[src/rtl/adder_pipe_result_fifo.sv]
// adder_pipe_result_fifo: FWFT result FIFO behind a non-stalling adder, with issue credit and sticky error flags
module adder_pipe_result_fifo #(
  parameter int DATA_WIDTH = 64,
  parameter int DEPTH      = 8,
  parameter int CNT_W      = 4
) (
  input  logic                  clk,
  input  logic                  rst,
  input  logic                  issue,
  output logic                  issue_ok,
  input  logic                  in_valid,
  input  logic [DATA_WIDTH:0]   in_result,
  output logic                  out_valid,
  input  logic                  out_ready,
  output logic [DATA_WIDTH:0]   out_data,
  output logic [CNT_W-1:0]      count,
  output logic                  ovf_err,
  output logic                  proto_err
);
  localparam int AW = $clog2(DEPTH);
  logic [DATA_WIDTH:0] mem_q [DEPTH];
  logic [AW-1:0]       wr_ptr_q, wr_ptr_d, rd_ptr_q, rd_ptr_d;
  logic [CNT_W-1:0]    count_q, count_d, in_flight_q, in_flight_d;
  logic                ovf_err_q, ovf_err_d, proto_err_q, proto_err_d;
  logic                pop, push, full, dec, inc;
  always_comb begin
    full        = count_q == CNT_W'(DEPTH);
    pop         = (count_q != '0) && out_ready;
    push        = in_valid && (!full || pop);
    dec         = in_valid && (in_flight_q != '0);
    inc         = issue && (in_flight_q != CNT_W'(DEPTH));
    wr_ptr_d    = push ? wr_ptr_q + AW'(1) : wr_ptr_q;
    rd_ptr_d    = pop ? rd_ptr_q + AW'(1) : rd_ptr_q;
    count_d     = (push && !pop) ? count_q + CNT_W'(1) :
                  (pop && !push) ? count_q - CNT_W'(1) : count_q;
    in_flight_d = (inc && !dec) ? in_flight_q + CNT_W'(1) :
                  (dec && !issue) ? in_flight_q - CNT_W'(1) : in_flight_q;
    ovf_err_d   = ovf_err_q || (in_valid && full && !pop);
    proto_err_d = proto_err_q || (issue && !issue_ok) || (in_valid && in_flight_q == '0);
  end
  always_ff @(posedge clk) begin
    if (rst) begin
      wr_ptr_q    <= '0;
      rd_ptr_q    <= '0;
      count_q     <= '0;
      in_flight_q <= '0;
      ovf_err_q   <= 1'b0;
      proto_err_q <= 1'b0;
    end else begin
      wr_ptr_q    <= wr_ptr_d;
      rd_ptr_q    <= rd_ptr_d;
      count_q     <= count_d;
      in_flight_q <= in_flight_d;
      ovf_err_q   <= ovf_err_d;
      proto_err_q <= proto_err_d;
    end
  end
  always_ff @(posedge clk) begin
    if (!rst && push) mem_q[wr_ptr_q] <= in_result;
  end
  // credit covers stored entries plus results still inside the adder
  assign issue_ok  = ({1'b0, count_q} + {1'b0, in_flight_q}) < (CNT_W + 1)'(DEPTH);
  assign out_valid = count_q != '0;
  assign out_data  = mem_q[rd_ptr_q];
  assign count     = count_q;
  assign ovf_err   = ovf_err_q;
  assign proto_err = proto_err_q;
endmodule

[config.mk]
export PLATFORM = sky130hd
export DESIGN_NAME = adder_pipe_result_fifo
export DESIGN_NICKNAME = d
export VERILOG_FILES = /design/src/rtl/adder_pipe_result_fifo.sv
export SDC_FILE = /design/constraint.sdc
export NUM_CORES = 1
export LEC_CHECK = 0
export ABC_AREA = 1
export CAP_MARGIN = 20
export CORE_MARGIN = 1.5
export CORE_UTILIZATION = 51
export CTS_BUF_LIST = sky130_fd_sc_hd__clkbuf_16
export DETAILED_ROUTE_END_ITERATION = 8
export PLACE_DENSITY_LB_ADDON = 0.2
export SKIP_LAST_GASP = 1
export SLEW_MARGIN = 25
export SYNTH_ARGS = -nofsm -noshare
export SYNTH_HDL_FRONTEND = slang
export SYNTH_SLANG_ARGS = --single-unit
[constraint.sdc]
create_clock -name clk -period 6.8 [get_ports clk]
set_clock_uncertainty 0.2 [all_clocks]
set_input_delay 1.36 -clock clk [delete_from_list [all_inputs] [get_ports clk]]
set_output_delay 1.36 -clock clk [all_outputs]
set_load 0.1 [all_outputs]
======== Yosys cells after proc, flatten, opt, wreduce, memory -nomap -nowiden ========
Memory sizes are Yosys's and may differ from the RTL's. A register that Yosys moved wholly into a read port is not among the register bits.
Index checks and enable logic that the tools add are counted.
operators by class
  add/sub/neg operators ................... 7
  equality and inequality tests ........... 2
  mux-type cells .......................... 8
  reductions and logical operators ........ 29
  $lt $le $gt $ge ......................... 1
operators by type and width
  kind                                                                          number
  4-bit two-way mux                                                             4
  1-bit logical AND                                                             13
  4-bit by 1-bit adder with 4-bit output, second input constant                 2
  4-bit nonzero test                                                            2
  4-bit by 1-bit subtractor with 4-bit output, second input constant            2
  1-bit logical NOT                                                             7
  3-bit by 1-bit adder with 3-bit output, second input constant                 2
  3-bit two-way mux                                                             2
  4-bit by 4-bit adder with 5-bit output                                        1
  5-bit by 4-bit less-than comparator with 1-bit output, second input constant  1
  4-bit == test, second input constant                                          1
  4-bit logical NOT                                                             1
  1-bit logical OR                                                              4
  4-bit inequality test, second input constant                                  1
  2-bit nonzero test                                                            2
  1-bit two-way mux                                                             2
word-level totals
  bits of input ports ..................... 70
  bits in writable memories ............... 520
  output and inout bits ................... 73
  logic and storage cells ................. 54
  flip-flop bits (word level) ............. 16
  memories ................................ 1
memories
  memory  depth  width  read ports  clocked after Yosys merged registers in  write ports  RTL line  text
  mem_q   8      65     1           1                                        1            21        logic [DATA_WIDTH:0] mem_q [DEPTH];

======== Depth between registers and ports, before layout ========
Gate-level depths: netlist (run 1).
  word-level depth ........................ 8
  mapped depth ............................ 14
  mapped depth without buffers ............ 14

======== Worst setup path after synthesis (run 1) ========
Ideal clock, no wire load.
  path kind ............................... input port to flip-flop
  start point ............................. input out_ready
  end point ............................... memory mem_q[0][0] (netlist name) (enable)
  buffers on the path ..................... 0
  data required time ...................... 6.032 ns
  setup slack ............................. -0.165 ns
  data arrival time ....................... 6.197 ns
  library setup time ...................... 0.568 ns
  cell stages on the path ................. 6
  cells stage by stage .................... nor2_1 > nand3_1 > nand2_1 > nor2_1 > inv_1 > nor3_1
on the way
  word-level cells in the longest chain between the ends .. 6
ends and longest elaborated chain
  element                                  RTL line  text
  start: declaration                       14        input logic out_ready,
  1-bit logical AND                        28        pop = (count_q != '0) && out_ready;
  1-bit logical OR                         29        push = in_valid && (!full || pop);
  1-bit logical AND                        29
  1-bit logical AND                        59        if (!rst && push) mem_q[wr_ptr_q] <= in_result;
  1-bit two-way mux                        59
  1-bit two-way mux (not written as such)  59
  end: declaration                         21
No other way between the ends.

==> results of run 1 <==
cell usage in the layout (no fill, tap or decap), drive strengths merged:
cell type,count
buf,23
nand2,28
clkinv,23
edfxtp,520
dfxtp,19
nor2,480
nand4,1
xor2,1
bufinv,2
clkbuf,55
nand3b,1
clkdlybuf4s50,142
nor3,4
clkinvlp,1
inv,39
a31oi,65
a21oi,14
fa,2
o22ai,65
ha,10
o21ai,270
xnor2,3
nand3,10
layer usage:
layer	wire length (um)	part of all wire, %	global-route usage [%]	vias up
li1	-	-	-	6141
met1	19800	44	29.8	6351
met2	21800	49	35.7	315
met3	2620	5.8	4.34	52
met4	697	1.6	5.07	6
met5	43	0.096	0	-
report_power, final:
| part | total [uW] | switching (uW) | internal, uW |
|---|---|---|---|
| logic | 3760 | 2860 | 900 |
| registers | 3870 | 122 | 3750 |
| clock network | 2710 | 1180 | 1530 |
through the flow:
| step | setup TNS (ns) | setup WS, ns | hold WS [ns] | cells |
|---|---|---|---|---|
| after global routing | 0 | 0.761 | 0.291 | 2310 |
| final | 0 | 0.960 | 0.255 | 2310 |
| after floorplan | -21.51 | -0.165 | 0.233 | 1617 |
| after CTS | 0 | 0.920 | 0.261 | 2310 |
| after detailed placement | 0 | 1.57 | 0.246 | 2214 |
| after global placement | 0 | 1.56 | 0.241 | 2213 |
registers in the layout, summed over array words and instances (netlist names), named ones only:
register	flops
count	4
in_flight_q	4
mem_q	520
ovf_err	1
proto_err	1
rd_ptr_q	3
wr_ptr_q	3
worst reg2reg max path: stages, from the launching register on:
cell,delay [ns]
dfxtp_1,0.47
nor2_1,0.11
nand3_1,0.09
nand2_1,0.17
nor2_1,0.20
inv_1,0.10
nor3_2,0.10
buf_4,0.47
buf_4,0.66
path summary, 6_finish.rpt:
path	startpoint	end	slack (ns)	cells past startpoint
setup / recovery	flip-flop	out_data[15]	0.96	6
hold / removal	ovf_err	ovf_err	0.25	2
setup reg to reg	count[1]	mem_q[0][58]	3.83	8
hold reg to reg	ovf_err	ovf_err	0.25	2
cells by family (layout without fill, tap and decap cells):
| group | after synthesis | in the layout | synth area share (%) |
|---|---|---|---|
| AOI/OAI and AO/OA | 414 | 414 | 10.6 |
| xor gates and xnor gates | 4 | 4 | 0.167 |
| adders and majority gates | 12 | 12 | 0.785 |
| buffers and inverters | 124 | 285 | 2.95 |
| DFF | 539 | 539 | 76.0 |
| and+or+nand+nor | 524 | 524 | 9.46 |
layout make-up:
type	instances	area, um^2
Multi-Input combinational cell	954	4480
Inverter	24	100
Timing Repair Buffer	165	1690
Clock buffer	55	1380
Fill cell	3184	16200
Sequential cell	539	16000
Clock inverter	41	231
Tap cell	532	666
==> flow_summary.toml, run 1 <==
[clock_network]
cts-buffers-inserted = 54
postCtsSetupBuffers = 0
path_clk_slew_ns = 0.06
cts_root_buf = "clkbuf_16"
clk_latency_ns = 0.57
cts_sinks = 539
holdBufCountCts = 0
cts.htree.levels = 2
ctsLongestPathBuffers = 3
cts_resized = 0
tritoncts = "yes"

[power]
total_power_uw = 10300
leakage_uw = 0.00814
ir_drop_v = 0.000379
power_density_nw_per_um2 = 421

[timing]
rsz0062_at_grt = "false"
slew_viol_final = 0
period_share_pct = 85.9
finalHoldViolations = 0
max-slew-margin-rel_pct = 26.6
setup_viol = 0
fmax_mhz = 171
period_needed_ns = 5.84
worstMarginPinSlew_ns = 1.10

[finish]
final_core_util_pct = 60.3
syn2layout_area_growth_pct = 16.7
fin_area_um2 = 24500
finish.net_count = 1820
n_antenna_cell = 0
drive_gt1_share_pct = 5.91

[route]
avgRoutedWirePerCell_um = 19.5
drt-initial-drc-count = 954
drc = 0
vias_per_cell = 5.57
wl_mm = 44.9
vias = 12900
dr.pass1.iters = 5
ant_nets = 0

[worst_setup_path]
path_delay_family = "buffers and inverters"
cp.arrival_ns = 4.28
timing.critical_path.buf_inv = 2
critPathKind = "flip-flop to output port"
slowest_stage = "clkdlybuf4s50_1"
path_max_fanout = 67
critPathMaxStageDelay_ns = 1.21
cp-end-kind = "output port"
path_cells = "buf_4 > o21ai_0 > o22ai_1 > nor2_1 > a31oi_1 > clkdlybuf4s50_1"
cp-start-kind = "flip-flop"
crit_required_ns = 5.24

[logic_synthesis]
synth_warnings = 0
synthCells = 1617
synth_area_leaders = "edfxtp_1, nor2_1, o21ai_0"
synth_fp_nets = 1699
synth_area_per_cell_um2 = 13.0
synth_top_area_share_pct = 74.2
yosysMostFrequentCell = "edfxtp_1"
synthArstFlopShare_pct = 0
synth_cell_type_count = 26
yosys_most_used_dff = "edfxtp_1"
synth_area_um2 = 21000
synth_commonest_cells = "edfxtp_1, nor2_1, o21ai_0"
ys_seq_elements = 539
synth_edf_count = 520
synth_seq_area_share_pct = 76.0
synth_top_cell_by_area = "edfxtp_1"

[run_status]
status = "complete, no violations"

[die]
ios = 143
die_h_um = 206
start_util_pct = 51.6
fp-row-count = 74
core_um2 = 40700
die_area_um2 = 42500
die_w_um = 206

[job]
max_cap_viol_count = 0

[global_route]
grt_max_degree = 229
antenna_found_initial = 3
first_global_vias = 12600
grt_pass1_wl_mm = 70.4
grt.total_usage_pct = 21.6
grt_overflow = 0

[place]
place.gp.congestion = 0.736
dp_hpwl_mm = 22.8
dpl_cell_area_um2 = 22900
port_buffers = 142

[min_path]
hold_path_class = "flip-flop to flip-flop"
(Power assumes the default switching activity.)
==> inputs of run 2 (changes only) <==
Settings changed: MAX_ROUTING_LAYER from default to met4.
Clock period 6.8 ns to 5 ns, I/O delays scaled along.
==> flow_summary.toml, run 2 (same netlist as run 1, synthesis figures left out) <==
[timing]
finalHoldViolations = 0
setup_viol = 0
rsz0062_at_grt = "false"
setup_ws_ns = 0.779
fmax_mhz = 237
worstMarginPinSlew_ns = 0.980
slew_viol_final = 0
period_share_pct = 84.4
period_needed_ns = 4.22
max-slew-margin-rel_pct = 34.5

[worst_setup_path]
slowest_stage = "inv_6"
cpMostUsedCell = "buf_4"
cp-start-kind = "flip-flop"
reg2reg_slack_ns = 2.25
crit_required_ns = 3.80
path_cells = "inv_6 > buf_4 > o21ai_0 > o22ai_1 > nor2_1 > a31oi_1 > buf_4"
reg2reg_depth = 7
r2r-start = "count[1]"
critPathKind = "flip-flop to output port"
path_max_fanout = 98
cp-end-kind = "output port"
critPathMaxStageDelay_ns = 0.53
r2r-end = "mem_q[3][60]"
cp.arrival_ns = 3.02

[route]
avgRoutedWirePerCell_um = 19.8
wirelength_met1_mm = 21.0
ant_nets = 0
vias = 13000
wl_met2_mm = 22.0
drc = 0
met3_length_mm = 2.16
highest_layer = "met4"
dr.pass1.iters = 4
vias_per_cell = 5.59
wl_mm = 46.0
drt-initial-drc-count = 824

[die]
ios = 143
fp-row-count = 74
start_util_pct = 51.6
core_um2 = 40700
die_h_um = 206
die_w_um = 206
die_area_um2 = 42500

[min_path]
whs_path_depth = 2
hold_start = "ovf_err"
hold_path_class = "flip-flop to flip-flop"
min_to = "ovf_err"

[global_route]
grt_pass1_wl_mm = 71.1
antenna_found_initial = 5
grt.total_usage_pct = 22.6
grt_overflow = 0
grt_max_degree = 147
first_global_vias = 12600

[power]
combinationalPowerShare_pct = 35.7
seqPwrFrac_pct = 36.1
total_power_uw = 14400
p_sw_uw = 5750
pwr-share-clk_pct = 28.2
power.internal_uw = 8650
ir_drop_v = 0.000472
switching_share_pct = 39.9
power_density_nw_per_um2 = 583
leakage_uw = 0.00829

[place]
dp_hpwl_mm = 23.7
pre_cts_ws_ns = 1.32
place.gp.congestion = 0.758
port_buffers = 142

[clock_network]
path_clk_slew_ns = 0.07
ctsLongestPathBuffers = 3
tritoncts = "yes"
cts_resized = 0
cts_sinks = 539
postCtsSetupBuffers = 0
clk_latency_ns = 0.59
holdBufCountCts = 0
cts_root_buf = "clkbuf_16"
cts.htree.levels = 2
cts-buffers-inserted = 53

[finish]
syn2layout_area_growth_pct = 17.3
finish.net_count = 1825
layout_commonest_cell = "edfxtp_1"
largest-register = "mem_q"
final_core_util_pct = 60.6
final_cell_mix = "edfxtp_1, nor2_1, o21ai_0"
largest_reg_flops = 520
drive_gt1_share_pct = 10.4

[job]
max_cap_viol_count = 0

[run_status]
status = "complete, no violations"
==> run 2: changes by cell type in the layout (fill, tap and decap cells not counted) <==
cell and change:
clkdlybuf4s50_1 -65, buf_12 +6, buf_4 +66, clkinvlp_4 +3, buf_16 -1, inv_1 -7, bufinv_16 +6, diode_2 +5
clkinv_2 +1
==> run 2: per-stage QoR <==
stage          setup TNS (ns)  hold WS [ns]  instance area [um^2]  instances
5_1_grt                     0         0.281                 24700       2324
3_5_place_dp                0         0.245                 22900       2220
4_1_cts                     0         0.256                 24700       2319
6_report                    0         0.253                 24700       2324
3_3_place_gp                0         0.240                 22900       2220
2_1_floorplan         -253.59         0.233                 21100       1617
==> run 2: worst max path at each step <==
stage                   start            to  slack (ns)  cells past startpoint
finish              flip-flop  out_data[13]        0.78                      7
global placement    out_ready   mem_q[3][4]        1.32                      8
CTS                 flip-flop  out_data[13]        0.73                      7
global route        flip-flop  out_data[12]        0.56                      7
detailed placement   in_valid  mem_q[3][60]        1.32                      6
floorplan            count[0]   mem_q[0][0]       -1.82                      6
==> run 2: layer usage <==
metal | GRT usage [%] | vias up
li1 | - | 6157
met1 | 30.9 | 6478
met2 | 35.3 | 293
met3 | 3.48 | 60
met4 | 6.86 | 0
met5 | - | -
==> run 2: final cells by class <==
cell class | count | area, um^2
fillers | 3197 | 16100
clock inverters | 44 | 413
multi-input cells | 954 | 4480
inverters | 24 | 100
clock buffers | 55 | 1380
well taps | 532 | 666
flip-flops and latches | 539 | 16000
diodes | 5 | 12.5
repair buffers | 171 | 1630
==> run 2: worst max-delay path: cells and delay by family, from the launching register on <==
kind            cells  cell delay (ns)
buf+inv             3             1.38
compound gates      3             0.53
flops               1             0.40
simple gates        1             0.06
==> run 2: power by group through the flow <==
stage          Clock [uW]  Sequential, uW  Combinational, uW
4_1_cts              4130            5200               5180
6_report             4060            5190               5140
3_5_place_dp            0            5290               5160
2_1_floorplan           0            5410               3890
3_3_place_gp            0            5280               5120
5_1_grt              4290            5210               5480
==> inputs of run 3 (changes only) <==
Clock period 5 ns to 4 ns, I/O delays scaled along.
==> flow_summary.toml, run 3 (same netlist as run 1, synthesis figures left out) <==
[run_status]
status = "complete, no violations"

[job]
max_cap_viol_count = 0

[global_route]
busiest_layer = "met2"
use_met3_pct = 3.34
use_met1_pct = 29.6
first_global_vias = 13000
grt_pass1_wl_mm = 71.0
antenna_found_initial = 5
grt.total_usage_pct = 22.5
met2_usage_pct = 36.1
grt_max_degree = 141
grt_overflow = 0

[worst_setup_path]
r2r-start = "count[1]"
path_max_fanout = 140
crit_required_ns = 3.00
cp-end-kind = "output port"
cpMostUsedCell = "buf_12"
path_cells = "buf_12 > o21ai_0 > o22ai_1 > nor2_1 > a31oi_1 > buf_12"
cp-start-kind = "flip-flop"
cp.arrival_ns = 2.78
critPathMaxStageDelay_ns = 0.48
reg2reg_depth = 7
slowest_stage = "a31oi_1"
reg2reg_slack_ns = 1.42
critPathKind = "flip-flop to output port"
r2r-end = "mem_q[3][0]"

[place]
place.gp.congestion = 0.758
pre_cts_ws_ns = 0.623
port_buffers = 142
dpl_cell_area_um2 = 23700
dp_hpwl_mm = 23.8

[timing]
setup_tns_ns = 0
fmax_mhz = 265
worstMarginPinSlew_ns = 0.981
period_needed_ns = 3.78
max-slew-margin-rel_pct = 34.4
setup_ws_ns = 0.220
slew_viol_final = 0
rsz0062_at_grt = "false"
finalHoldViolations = 0
period_share_pct = 94.5
setup_viol = 0

[power]
leakage_uw = 0.00860
ir_drop_v = 0.000653
power_density_nw_per_um2 = 743
total_power_uw = 18900

[clock_network]
cts_root_buf = "clkbuf_16"
postCtsSetupBuffers = 0
tritoncts = "yes"
path_clk_slew_ns = 0.06
cts.htree.levels = 2
cts_sinks = 539
holdBufCountCts = 0
cts-buffers-inserted = 53
ctsLongestPathBuffers = 3
clk_latency_ns = 0.59
cts_resized = 0

[die]
start_util_pct = 51.6
core_um2 = 40700
die_w_um = 206
die_h_um = 206
ios = 143
die_area_um2 = 42500
fp-row-count = 74

[finish]
largest_reg_flops = 520
final_core_util_pct = 62.6
finish.net_count = 1829
syn2layout_area_growth_pct = 21.2
fin_area_um2 = 25500
largest-register = "mem_q"
drive_gt1_share_pct = 10.5
layout_commonest_cell = "edfxtp_1"
final_cell_mix = "edfxtp_1, nor2_1, o21ai_0"

[route]
drc = 0
drt-initial-drc-count = 937
vias = 13000
avgRoutedWirePerCell_um = 19.5
dr.pass1.iters = 5
ant_nets = 0
wl_mm = 45.5
vias_per_cell = 5.59

[min_path]
whs_path_depth = 2
hold_start = "ovf_err"
hold_path_class = "flip-flop to flip-flop"
min_to = "ovf_err"
==> run 3: cell count changes in the layout (fill, tap and decap cells not counted), sizes merged <==
cell	change
clkinvlp	-3
bufinv	-1
buf	+6
inv	+1
clkdlybuf4s50	-2
clkinv	+4
==> run 3: power by group <==
group          internal, uW  switching [uW]
logic                  2310            5180
clock network          2930            2040
registers              6380             114
total                 11600            7330
==> run 3: layer usage <==
layer | vias up | wire, um
met5 | - | 0
li1 | 6174 | -
met4 | 0 | 1140
met2 | 370 | 22100
met3 | 82 | 2570
met1 | 6398 | 19700
==> run 3: final cells by class <==
type / instances / area [um^2]
clock inverters: 45 / 379
repair buffers: 175 / 2460
well taps: 532 / 666
multi-input cells: 954 / 4490
inverters: 24 / 100
diodes: 5 / 12.5
flip-flops and latches: 539 / 16000
fillers: 3070 / 15200
clock buffers: 55 / 1380
==> run 3: worst max-delay path: cells and delay by family, from the launching register on <==
family / cells / cell delay [ns]
flops: 1 / 0.40
buf+inv: 2 / 0.66
compound gates: 3 / 0.89
simple gates: 1 / 0.07
==> run 3: how the worst max path moves through the flow <==
| stage | start | to | slack (ns) | cells after the start |
|---|---|---|---|---|
| floorplan | count[0] | mem_q[4][0] | -1.05 | 6 |
| global placement | in_valid | mem_q[3][8] | 0.71 | 6 |
| detailed placement | in_valid | mem_q[3][7] | 0.62 | 6 |
| CTS | flip-flop | out_data[60] | 0.18 | 7 |
| global route | flip-flop | out_data[18] | 0.1 | 7 |
| finish | flip-flop | out_data[23] | 0.22 | 6 |
==> run 3: through the flow <==
| stage | instances | hold WS, ns |
|---|---|---|
| 3_3_place_gp | 2224 | 0.246 |
| 5_1_grt | 2329 | 0.293 |
| 3_5_place_dp | 2224 | 0.251 |
| 4_1_cts | 2324 | 0.262 |
| 6_report | 2329 | 0.259 |
| 2_1_floorplan | 1617 | 0.233 |
